File: src/rtl/fetch_pkg.sv
// Shared types and defaults for the instruction-fetch front end.
package fetch_pkg;

    localparam int unsigned DEF_ADDR_W   = 32;
    localparam int unsigned DEF_DATA_W   = 32;
    localparam int unsigned DEF_PC_STEP  = 1;
    localparam int unsigned DEF_RESET_PC = 0;

    typedef enum logic [1:0] {
        IDLE    = 2'd0,
        WAIT    = 2'd1,
        DISCARD = 2'd2
    } fetch_state_e;

    typedef struct packed {
        logic [DEF_ADDR_W-1:0] pc;
        logic [DEF_DATA_W-1:0] instr;
    } fetch_entry_t;

endpackage

File: src/rtl/fetch_fifo.sv
// Circular FIFO of fetched {pc, instr} entries; flush wins over push and pop.
module fetch_fifo #(
    parameter int unsigned DEPTH = 4,
    parameter int unsigned WIDTH = 64
) (
    input  logic                       clock,
    input  logic                       reset,
    input  logic                       push,
    input  logic                       pop,
    input  logic                       flush,
    input  logic [WIDTH-1:0]           push_data,
    output logic [WIDTH-1:0]           head,
    output logic [$clog2(DEPTH+1)-1:0] count
);

    localparam int unsigned PTR_W = $clog2(DEPTH);
    localparam int unsigned CNT_W = $clog2(DEPTH+1);

    logic [WIDTH-1:0] mem_q [DEPTH];
    logic [PTR_W-1:0] wr_ptr_q, wr_ptr_d;
    logic [PTR_W-1:0] rd_ptr_q, rd_ptr_d;
    logic [CNT_W-1:0] cnt_q, cnt_d;
    logic             do_push, do_pop;

    assign do_pop  = pop && (cnt_q != '0);
    assign do_push = push && ((cnt_q != CNT_W'(DEPTH)) || do_pop);

    always_comb begin
        wr_ptr_d = wr_ptr_q;
        rd_ptr_d = rd_ptr_q;
        cnt_d    = cnt_q;
        if (flush) begin
            wr_ptr_d = '0;
            rd_ptr_d = '0;
            cnt_d    = '0;
        end else begin
            if (do_push) wr_ptr_d = wr_ptr_q + PTR_W'(1);
            if (do_pop)  rd_ptr_d = rd_ptr_q + PTR_W'(1);
            if (do_push && !do_pop)      cnt_d = cnt_q + CNT_W'(1);
            else if (do_pop && !do_push) cnt_d = cnt_q - CNT_W'(1);
        end
    end

    always_ff @(posedge clock) begin
        if (reset) begin
            wr_ptr_q <= '0;
            rd_ptr_q <= '0;
            cnt_q    <= '0;
        end else begin
            wr_ptr_q <= wr_ptr_d;
            rd_ptr_q <= rd_ptr_d;
            cnt_q    <= cnt_d;
        end
    end

    // Storage needs no reset: entries are only visible once counted.
    always_ff @(posedge clock) begin
        if (do_push && !flush) mem_q[wr_ptr_q] <= push_data;
    end

    assign head  = mem_q[rd_ptr_q];
    assign count = cnt_q;

endmodule

File: src/rtl/fetch_queue.sv
// Fetch front end: one req/ack memory request in flight, queued results to decode.
module fetch_queue
    import fetch_pkg::*;
#(
    parameter int unsigned      DATA_W   = DEF_DATA_W,
    parameter int unsigned      ADDR_W   = DEF_ADDR_W,
    parameter int unsigned      DEPTH    = 4,
    parameter int unsigned      PC_STEP  = DEF_PC_STEP,
    parameter logic [ADDR_W-1:0] RESET_PC = ADDR_W'(DEF_RESET_PC)
) (
    input  logic                       clock,
    input  logic                       reset,
    output logic                       imem_req,
    output logic [ADDR_W-1:0]          imem_addr,
    input  logic                       imem_ack,
    input  logic [DATA_W-1:0]          imem_data,
    input  logic                       jump_en,
    input  logic [ADDR_W-1:0]          jump_pc,
    input  logic                       stall,
    input  logic                       instr_ready,
    output logic                       instr_valid,
    output logic [DATA_W-1:0]          instr,
    output logic [ADDR_W-1:0]          instr_pc,
    output logic [$clog2(DEPTH+1)-1:0] count
);

    localparam int unsigned CNT_W = $clog2(DEPTH+1);
    localparam int unsigned ENT_W = ADDR_W + DATA_W;

    fetch_state_e      state_q, state_d;
    logic [ADDR_W-1:0] fetch_pc_q, fetch_pc_d;
    logic [ADDR_W-1:0] addr_q, addr_d;
    logic              push;
    logic              pop;
    logic [ENT_W-1:0]  head;
    logic [CNT_W-1:0]  fifo_count;

    // Request FSM: imem_addr is latched on issue so a redirect cannot disturb it.
    always_comb begin
        state_d    = state_q;
        fetch_pc_d = fetch_pc_q;
        addr_d     = addr_q;
        push       = 1'b0;
        unique case (state_q)
            IDLE: begin
                if (jump_en) begin
                    fetch_pc_d = jump_pc;
                end else if (fifo_count < CNT_W'(DEPTH)) begin
                    state_d = WAIT;
                    addr_d  = fetch_pc_q;
                end
            end
            WAIT: begin
                if (imem_ack && jump_en) begin
                    fetch_pc_d = jump_pc;
                    state_d    = IDLE;
                end else if (imem_ack) begin
                    push       = 1'b1;
                    fetch_pc_d = fetch_pc_q + ADDR_W'(PC_STEP);
                    state_d    = IDLE;
                end else if (jump_en) begin
                    fetch_pc_d = jump_pc;
                    state_d    = DISCARD;
                end
            end
            DISCARD: begin
                if (jump_en)  fetch_pc_d = jump_pc;
                if (imem_ack) state_d    = IDLE;
            end
            default: state_d = IDLE;
        endcase
    end

    always_ff @(posedge clock) begin
        if (reset) begin
            state_q    <= IDLE;
            fetch_pc_q <= RESET_PC;
            addr_q     <= RESET_PC;
        end else begin
            state_q    <= state_d;
            fetch_pc_q <= fetch_pc_d;
            addr_q     <= addr_d;
        end
    end

    assign pop = instr_valid && instr_ready && !stall && !jump_en;

    fetch_fifo #(
        .DEPTH (DEPTH),
        .WIDTH (ENT_W)
    ) u_fifo (
        .clock     (clock),
        .reset     (reset),
        .push      (push),
        .pop       (pop),
        .flush     (jump_en),
        .push_data ({addr_q, imem_data}),
        .head      (head),
        .count     (fifo_count)
    );

    assign imem_req    = (state_q != IDLE);
    assign imem_addr   = addr_q;
    assign instr_valid = (fifo_count != '0);
    assign instr_pc    = head[ENT_W-1:DATA_W];
    assign instr       = head[DATA_W-1:0];
    assign count       = fifo_count;

endmodule
File: config.mk
export PLATFORM = sky130hd
export DESIGN_NAME = fetch_queue
export DESIGN_NICKNAME = d
export VERILOG_FILES = /design/src/rtl/fetch_pkg.sv /design/src/rtl/fetch_fifo.sv /design/src/rtl/fetch_queue.sv
export SDC_FILE = /design/constraint.sdc
export NUM_CORES = 1
export LEC_CHECK = 0
export ABC_CLOCK_PERIOD_IN_PS = 3400
export BUFFER_PORTS_ARGS = -buffer_cell sky130_fd_sc_hd__buf_2
export CORE_AREA = 2 2 173 175
export CTS_BUF_LIST = sky130_fd_sc_hd__clkbuf_8
export DETAILED_ROUTE_END_ITERATION = 6
export DIE_AREA = 0 0 175 177
export GPL_ROUTABILITY_DRIVEN = 1
export PLACE_DENSITY = 0.67
export SLEW_MARGIN = 0
export SYNTH_ARGS = -nofsm -noshare
export SYNTH_HDL_FRONTEND = slang
export SYNTH_SLANG_ARGS = --single-unit
File: constraint.sdc
create_clock -name clock -period 3.4 [get_ports clock]
set_input_delay 0.17 -clock clock [delete_from_list [all_inputs] [get_ports clock]]
set_output_delay 0.17 -clock clock [all_outputs]
set_load 0.02 [all_outputs]
==> results of run 1 <==
metal layers:
metal / track usage [%] / vias to the layer above / share of wire [%] / routed length [microns]
met5: 0 / - / 0 / 0
met4: 4.76 / 0 / 1.7 / 488
met3: 2.90 / 40 / 5.3 / 1540
met2: 32.5 / 324 / 50 / 14600
met1: 25.3 / 3932 / 43 / 12700
li1: - / 3698 / - / -
per-stage QoR:
| stage | utilization (%) | instances |
|---|---|---|
| after CTS | 54.7 | 1500 |
| after global placement | 49.1 | 1342 |
| after detailed placement | 49.1 | 1342 |
| after global routing | 54.7 | 1500 |
| final | 54.7 | 1500 |
| after floorplan | - | 809 |
cells by family (layout without fill, tap and decap cells):
family | Yosys count | in the layout
compound gates | 122 | 122
xor+xnor | 14 | 14
fa+ha+maj | 7 | 7
buf+inv | 55 | 356
flops | 331 | 331
mux | 67 | 67
simple gates | 213 | 213
critical path: cells and delay by family (launching register included):
family | cells | cell delay, ns
AOI/OAI and AO/OA | 2 | 0.44
and+or+nand+nor | 2 | 0.76
DFF | 1 | 0.62
adders and majority gates | 2 | 0.63
buffers and inverters | 2 | 0.21
xor gates and xnor gates | 1 | 0.16
power by group:
| part | total (mW) | leakage [nW] | internal, mW | switching, mW |
|---|---|---|---|---|
| sequential | 4.47 | 2.92 | 4.40 | 0.0757 |
| clock | 3.24 | 0.607 | 1.76 | 1.48 |
| combinational | 0.397 | 2.01 | 0.178 | 0.219 |
| total | 8.11 | 5.54 | 6.34 | 1.77 |
sequential cells by signal, indices dropped and copies added, names as in the netlist, named ones only:
signal           flops
imem_addr           32
u_fifo.mem_q       256
fetch_pc_q          32
u_fifo.wr_ptr_q      2
u_fifo.count         3
state_q              2
u_fifo.rd_ptr_q      2
worst paths after layout:
| check | startpoint | depth (start not counted) | end |
|---|---|---|---|
| hold reg to reg | fetch_pc_q[27] | 2 | imem_addr[27] |
| setup reg to reg | state_q[0] | 9 | u_fifo.count[2] |
| setup / recovery | state_q[0] | 9 | u_fifo.count[2] |
| hold / removal | jump_pc[9] | 4 | fetch_pc_q[9] |
final cells by class:
cell class / instances / area [sq um] / area share (%)
multi-input cells: 423 / 3560 / 22.2
inverters: 7 / 26.3 / 0.164
clock buffers: 60 / 826 / 5.16
repair buffers: 252 / 1710 / 10.7
clock inverters: 37 / 204 / 1.27
well taps: 390 / 488 / 3.05
flip-flops and latches: 331 / 9200 / 57.5
layout by cell type, fill, tap and decap left out, drive strengths merged, types with 3 or more instances in the layout:
cell type / synthesis / final
a211oi: 4 / 4
clkbuf: 35 / 60
nand3: 11 / 11
o21ai: 18 / 18
nor4b: 3 / 3
dfxtp: 75 / 75
mux4: 64 / 64
o22ai: 10 / 10
ha: 6 / 6
and4: 3 / 3
nor4: 7 / 7
or2: 4 / 4
nor3b: 5 / 5
edfxtp: 256 / 256
xnor2: 4 / 4
inv: 7 / 29
nand2: 82 / 82
and2: 5 / 5
nor3: 17 / 17
dlygate4sd3: 0 / 61
a221oi: 7 / 7
clkinv: 0 / 13
a22oi: 5 / 5
xor2: 10 / 10
a21oi: 51 / 51
or3: 5 / 5
and3: 6 / 6
a311oi: 4 / 4
nor2: 40 / 40
nand4: 11 / 11
buf: 13 / 191
o21bai: 4 / 4
nand2b: 8 / 8
a31oi: 5 / 5
==> metrics.csv, run 1 <==
metric,value,unit
core,29200,sq um
tns,0,ns
rows,63,
min_period,2.88,ns
place_ws,0.552,ns
grt_util_all_layers,18.9,%
dpl-instance-area,14400,sq um
end_kind,flip-flop,
rsz0062_at_grt,no,
ant_nets,0,
cts_made_buffers,52,
ys_types,61,
synth-xor-area-share,0.947,%
synth-simple-area-share,8.28,%
syn_to_final_growth,23.6,%
power_leakage,5.54,nW
required,3.89,ns
fillCellCount,2355,
cp-start-kind,flip-flop,
grt_pass1_wl,45000,microns
drc,0,
skew,0.0213,ns
start_util,44.3,%
r2r_setup_slack,0.52,ns
yosysMostFrequentCell,edfxtp_1,
synth_sequential_area_ratio,71.0,%
final-hold-violation-count,0,
synth_edf_count,256,
crit_top_cell,or3_1,
irDropWorstVdd,0.349,mV
wl,29300,microns
synth_commonest_cells,"edfxtp_1, nand2_1, dfxtp_1",
io_pins,171,
cts_resized,0,
dr.first_iter.drc_count,563,
synth_area_per_cell,16.0,sq um
clock_path_buffers,3,
syn_inst,809,
hold_slack,0.0496,ns
grt_pass1_vias,7940,
via_per_inst,5.33,
layout_setup_ws,0.517,ns
synth_ff_type,edfxtp_1,
hpwlAfterDp,18800,microns
post_cts_buffers,0,
die_w,175,microns
period_share,84.8,%
max_freq,347,MHz
yosysWarnings,0,
ctsRootBufferMaster,clkbuf_8,
htreeDepth,2,
grt_max_degree,65,
final_area,16000,sq um
nets,1144,
worst_path_largest_cell_delay,0.62,ns
dieHeight,177,microns
yosysTopAreaCellShare,59.4,%
first_pass_iters,5,
synth_area,12900,sq um
crit_slowest_cell,dfxtp_1,
hp-class,in2reg,
status,"complete, no violations",
antenna_cells,0,
num_vias,7994,
synth_top_family_by_area,multiplexers,
critPathMaxFanout,16,
path_cells,inv_2 > or3_1 > a31oi_4 > ha_1 > inv_1 > fa_1 > xor2_1 > or3_1 > a21oi_1,
cts.sinks,331,
synth_largest_area_cell,edfxtp_1,
path_clk_slew,0.06,ns
synth.area.top_cells,"edfxtp_1, dfxtp_1, mux4_2",
cp.arrival,3.37,ns
synth_adder_area_share,0.734,%
path_class,reg2reg,
cts_tree,yes,
synth-compound-area-share,6.01,%
worstSkewPairLatency,0.57,ns
gp_congestion,0.872,
synth_nets,886,
final-max-slew-violation-count,0,
max_cap_violations,0,
power.total,8.11,mW
dieArea,31000,sq um
synthArstFlopShare,0,%
overflow,0,
maxSlewHeadroom,34.4,%
drive_above_1_share,31.0,%
power_density,507,nW/um^2
antenna_found_initial,0,
ys_ff_latch,331,
ctsHoldBuffers,61,
place.port_buffers,170,
synthMuxAreaShare,11.4,%
worstMarginPinSlew,0.985,ns
wl_per_cell,19.5,microns
timing.final.setup_violations,0,
(Power assumes the default switching activity.)
==> inputs of run 2 (changes only) <==
--- a/config.mk
+++ b/config.mk
@@ -5,14 +5,13 @@
 export SDC_FILE = /design/constraint.sdc
 export NUM_CORES = 1
 export LEC_CHECK = 0
-export ABC_CLOCK_PERIOD_IN_PS = 3400
+export ABC_CLOCK_PERIOD_IN_PS = 2700
 export BUFFER_PORTS_ARGS = -buffer_cell sky130_fd_sc_hd__buf_2
 export CORE_AREA = 2 2 173 175
 export CTS_BUF_LIST = sky130_fd_sc_hd__clkbuf_8
 export DETAILED_ROUTE_END_ITERATION = 6
 export DIE_AREA = 0 0 175 177
 export GPL_ROUTABILITY_DRIVEN = 1
-export PLACE_DENSITY = 0.67
 export SLEW_MARGIN = 0
 export SYNTH_ARGS = -nofsm -noshare
 export SYNTH_HDL_FRONTEND = slang
==> constraint.sdc (replaced) <==
create_clock -name clock -period 2.7 [get_ports clock]
set_input_delay 0.135 -clock clock [delete_from_list [all_inputs] [get_ports clock]]
set_output_delay 0.135 -clock clock [all_outputs]
set_load 0.02 [all_outputs]
==> run 2 against run 1 <==
Effect of this change: design area grew 0.27%; sequential share of layout area shrank 0.16 points; clock power grew 19%; power grew 23%.
==> metrics.csv, run 2 (same netlist as run 1, synthesis figures left out) <==
metric,value,unit
worstMarginPinSlew,0.692,ns
max_freq,424,MHz
cts_resized,0,
cts.sinks,331,
irDropWorstVdd,0.289,mV
hp-class,in2reg,
core,29200,sq um
wl,29400,microns
worstHoldStart,jump_pc[20],
dpl-instance-area,14500,sq um
ctsHoldBuffers,63,
cts_tree,yes,
path_class,reg2out,
min_to,fetch_pc_q[20],
clock_path_buffers,3,
min_period,2.36,ns
mostFrequentLayoutCells,"edfxtp_1, buf_2, nand2_1",
grt_pass1_wl,45000,microns
via_per_inst,5.30,
worstSkewPairLatency,0.56,ns
largest_reg_flops,256,
grt_max_degree,39,
final-max-slew-violation-count,0,
skew,0.0186,ns
grt_pass1_vias,7927,
maxSlewHeadroom,53.9,%
final_area,16000,sq um
grt_util_all_layers,18.9,%
r2r-start,state_q[0],
pwr-share-comb,5.1,%
drc,0,
required,2.57,ns
gp_congestion,0.843,
cts_made_buffers,53,
dieArea,31000,sq um
p_sw,2.22,mW
antenna_cells,0,
antenna_found_initial,0,
layout_commonest_cell,edfxtp_1,
tns,0,ns
r2r_setup_slack,0.38,ns
status,"complete, no violations",
hold_slack,0.0661,ns
ant_nets,0,
timing.final.setup_violations,0,
rows,63,
internal_power,7.79,mW
max_cap_violations,0,
first_pass_iters,5,
path_clk_slew,0.06,ns
drive_above_1_share,30.6,%
dieHeight,177,microns
place.port_buffers,170,
htreeDepth,2,
swShare,22.2,%
power_frac_seq,56.2,%
hpwlAfterDp,18700,microns
power_density,624,nW/um^2
pwr-share-clk,38.6,%
hold_path_depth,4,
cp.arrival,2.23,ns
dr.first_iter.drc_count,494,
worst_r2r_endpoint,u_fifo.count[2],
overflow,0,
die_w,175,microns
start_util,44.3,%
power_leakage,5.60,nW
io_pins,171,
num_vias,7996,
final-hold-violation-count,0,
end_kind,output pin,
critPathMaxFanout,24,
nets,1153,
ctsRootBufferMaster,clkbuf_8,
wl_per_cell,19.5,microns
reg2reg_depth,9,
cp-start-kind,flip-flop,
syn_to_final_growth,23.9,%
rsz0062_at_grt,no,
period_share,87.4,%
largest_register,u_fifo.mem_q,
post_cts_buffers,0,
-- run 2: cell count changes in the layout (fill, tap and decap cells not counted), sizes merged --
| cell | delta |
|---|---|
| dlygate4sd3 | +2 |
| inv | +12 |
| clkbuf | -7 |
| buf | +6 |
| clkinv | -5 |
-- run 2: metal layers --
metal,up-vias,track usage (%),share of wire [%]
li1,3712,-,-
met1,3969,26.6,45
met2,271,30.5,48
met3,44,3.39,5.6
met4,0,5.49,1.7
met5,-,0,0
-- run 2: final cells by class --
type                            instances  area (sq um)
Sequential cell                       331          9200
Clock buffer                           53           729
Tap cell                              390           488
Multi-Input combinational cell        423          3560
Timing Repair Buffer                  260          1820
Fill cell                            2428         13200
Clock inverter                         44           229
Inverter                                7          26.3
-- run 2: worst max path at each step --
stage,from,endpoint,slack [ns],depth (start not counted)
2_1_floorplan,state_q[0],u_fifo.mem_q[0][0],0.20,5
3_3_place_gp,jump_en,u_fifo.count[2],0.41,10
3_5_place_dp,imem_ack,u_fifo.count[2],0.36,10
4_1_cts,flip-flop,instr_pc[29],0.24,3
5_1_grt,flip-flop,instr_pc[29],0.19,3
6_report,flip-flop,instr_pc[29],0.34,3
-- run 2: power groups by stage --
stage	combinational (mW)	clock, mW	sequential, mW
2_1_floorplan	0.241	0	5.72
3_3_place_gp	0.438	0	5.73
3_5_place_dp	0.443	0	5.73
4_1_cts	0.516	3.98	5.63
5_1_grt	0.561	4.20	5.64
6_report	0.514	3.87	5.63
-- run 2: per-stage QoR --
stage	total power, mW	setup WS [ns]	instances	util (%)
after floorplan	5.96	0.203	809	-
after global placement	6.17	0.406	1348	49.4
after detailed placement	6.18	0.355	1348	49.4
after CTS	10.1	0.241	1508	54.9
after global routing	10.4	0.190	1508	54.9
final	10.0	0.340	1508	54.9
-- run 2: critical path, cell delays in order (launching register included) --
cell	delay [ns]
dfxtp_4	0.62
buf_12	0.29
mux4_2	0.57
buf_2	0.18
==> inputs of run 3 (changes only) <==
--- a/config.mk
+++ b/config.mk
@@ -5,13 +5,17 @@
 export SDC_FILE = /design/constraint.sdc
 export NUM_CORES = 1
 export LEC_CHECK = 0
-export ABC_CLOCK_PERIOD_IN_PS = 2700
+export ABC_CLOCK_PERIOD_IN_PS = 2400
 export BUFFER_PORTS_ARGS = -buffer_cell sky130_fd_sc_hd__buf_2
+export CELL_PAD_IN_SITES_DETAIL_PLACEMENT = 1
+export CELL_PAD_IN_SITES_GLOBAL_PLACEMENT = 1
 export CORE_AREA = 2 2 173 175
 export CTS_BUF_LIST = sky130_fd_sc_hd__clkbuf_8
 export DETAILED_ROUTE_END_ITERATION = 6
 export DIE_AREA = 0 0 175 177
 export GPL_ROUTABILITY_DRIVEN = 1
+export HOLD_SLACK_MARGIN = 0.06
+export PLACE_DENSITY_LB_ADDON = 0.1
 export SLEW_MARGIN = 0
 export SYNTH_ARGS = -nofsm -noshare
 export SYNTH_HDL_FRONTEND = slang
==> constraint.sdc (replaced) <==
create_clock -name clock -period 2.4 [get_ports clock]
set_input_delay 0.12 -clock clock [delete_from_list [all_inputs] [get_ports clock]]
set_output_delay 0.12 -clock clock [all_outputs]
set_load 0.02 [all_outputs]
==> run 3 against run 2 <==
Effect of this change: power rose by 14%; clock power increased by 16%; hold slack improved by 0.065 ns; non-clock buffer count grew 25; die area did not move; register-to-register slack worse by 0.25 ns; highest routed layer unchanged; flip-flop and latch count did not move; design area rose by 1.7%; first-iteration DRC count decreased by 21%; sequential power grew 12%; global-route usage up 1.4 points; utilization increased by 0.95 points.
==> metrics.csv, run 3 (same netlist as run 1, synthesis figures left out) <==
metric,value,unit
dieArea,31000,sq um
wl,31000,microns
required,2.87,ns
maxSlewHeadroom,47.5,%
core,29200,sq um
num_vias,8074,
fillCellCount,2877,
cts_tree,yes,
mostFrequentLayoutCells,"edfxtp_1, buf_2, nand2_1",
max_cap_violations,0,
ant_nets,0,
largest_register,u_fifo.mem_q,
wl_per_cell,20.2,microns
power_density,701,nW/um^2
antenna_cells,0,
die_w,175,microns
worstMarginPinSlew,0.787,ns
dieHeight,177,microns
antenna_found_initial,0,
hp-class,in2reg,
io_pins,171,
path_clk_slew,0.06,ns
area.sequential,9200,sq um
via_per_inst,5.27,
tns,0,ns
timing.final.setup_violations,0,
drive_above_1_share,33.0,%
cp-start-kind,flip-flop,
drc,0,
dr.first_iter.drc_count,389,
nets,1179,
skew,0.0248,ns
rows,63,
grt_max_degree,49,
end_kind,flip-flop,
gp_congestion,0.794,
largest_reg_flops,256,
final-hold-violation-count,0,
grt_pass1_vias,8447,
grt_pass1_wl,49100,microns
layout_commonest_cell,edfxtp_1,
multi_input_area,3580,sq um
period_share,94.6,%
start_util,44.3,%
grt_util_all_layers,20.3,%
overflow,0,
cts.sinks,331,
clock_path_buffers,3,
cts_made_buffers,54,
cp.arrival,2.75,ns
max_freq,440,MHz
critPathMaxFanout,5,
min_period,2.27,ns
power.total,11.4,mW
ctsRootBufferMaster,clkbuf_8,
place.port_buffers,170,
syn_to_final_growth,26.0,%
path_class,reg2reg,
status,"complete, no violations",
final-max-slew-violation-count,0,
worstSkewPairLatency,0.57,ns
power_leakage,5.72,nW
first_pass_iters,5,
hpwlAfterDp,20100,microns
htreeDepth,2,
irDropWorstVdd,0.383,mV
run 3: cell types whose count changed in the layout (fill, tap and decap cells not counted), moves of 2 or more:
cell	delta
buf_4	+23
bufinv_16	-2
clkbuf_8	+11
clkinv_2	-2
dlygate4sd3_1	+2
inv_1	-10
or3_1	-2
or3_4	+2
run 3: area by class of cell:
cell class                      count  share of cell area, %
Tap cell                          390                   2.99
Inverter                            7                  0.161
Clock inverter                     32                  0.843
Sequential cell                   331                   56.3
Multi-Input combinational cell    423                   21.9
Timing Repair Buffer              285                   12.3
Clock buffer                       64                   5.40
run 3: metrics by stage:
stage | setup slack [ns] | cell area [sq um] | utilization, % | instances | hold WS (ns)
after floorplan | -0.0415 | 13000 | - | 809 | 0.199
after global placement | 0.156 | 14600 | 49.8 | 1363 | 0.337
after detailed placement | 0.103 | 14600 | 49.8 | 1363 | 0.342
after CTS | 0.0212 | 16200 | 55.5 | 1524 | 0.0934
after global routing | -0.000227 | 16300 | 55.8 | 1532 | 0.144
final | 0.129 | 16300 | 55.8 | 1532 | 0.131
run 3: final timing paths:
kind	startpoint	end	slack [ns]	depth (start not counted)
max	u_fifo.count[1]	u_fifo.count[2]	0.13	9
max reg2reg	u_fifo.count[1]	u_fifo.count[2]	0.13	9
min	jump_en	state_q[0]	0.13	4
min reg2reg	fetch_pc_q[27]	imem_addr[27]	0.51	2
run 3: worst max-delay path, cell delays in order, from the launching register on:
cell,delay (ns)
dfxtp_1,0.36
or3_4,0.39
nor2b_1,0.17
inv_1,0.10
ha_4,0.14
inv_1,0.05
fa_1,0.38
xor2_1,0.16
or3_1,0.30
a21oi_1,0.13
run 3: timing repair:
| action | CTS | global route |
|---|---|---|
| hold endpoints to repair | 162 | 0 |
| hold buffers | 65 | 0 |
| buffers inserted | 0 | 8 |
| gates resized for setup | 0 | 3 |
| setup endpoints to repair | 0 | 13 |
run 3: per-layer routing:
metal  global-route usage [%]  up-vias  routed length (microns)
met2                     34.5      195                    15600
li1                         -     3756                        -
met4                     4.69        0                      387
met1                     27.7     4087                    13800
met3                     3.24       36                     1190
met5                        0        -                        0
run 3: where the power goes:
| group | total [mW] | internal (mW) | switching (mW) | leakage, nW |
|---|---|---|---|---|
| Sequential | 6.32 | 6.23 | 0.0927 | 2.92 |
| Combinational | 0.609 | 0.274 | 0.336 | 2.19 |
| Clock | 4.50 | 2.40 | 2.10 | 0.603 |
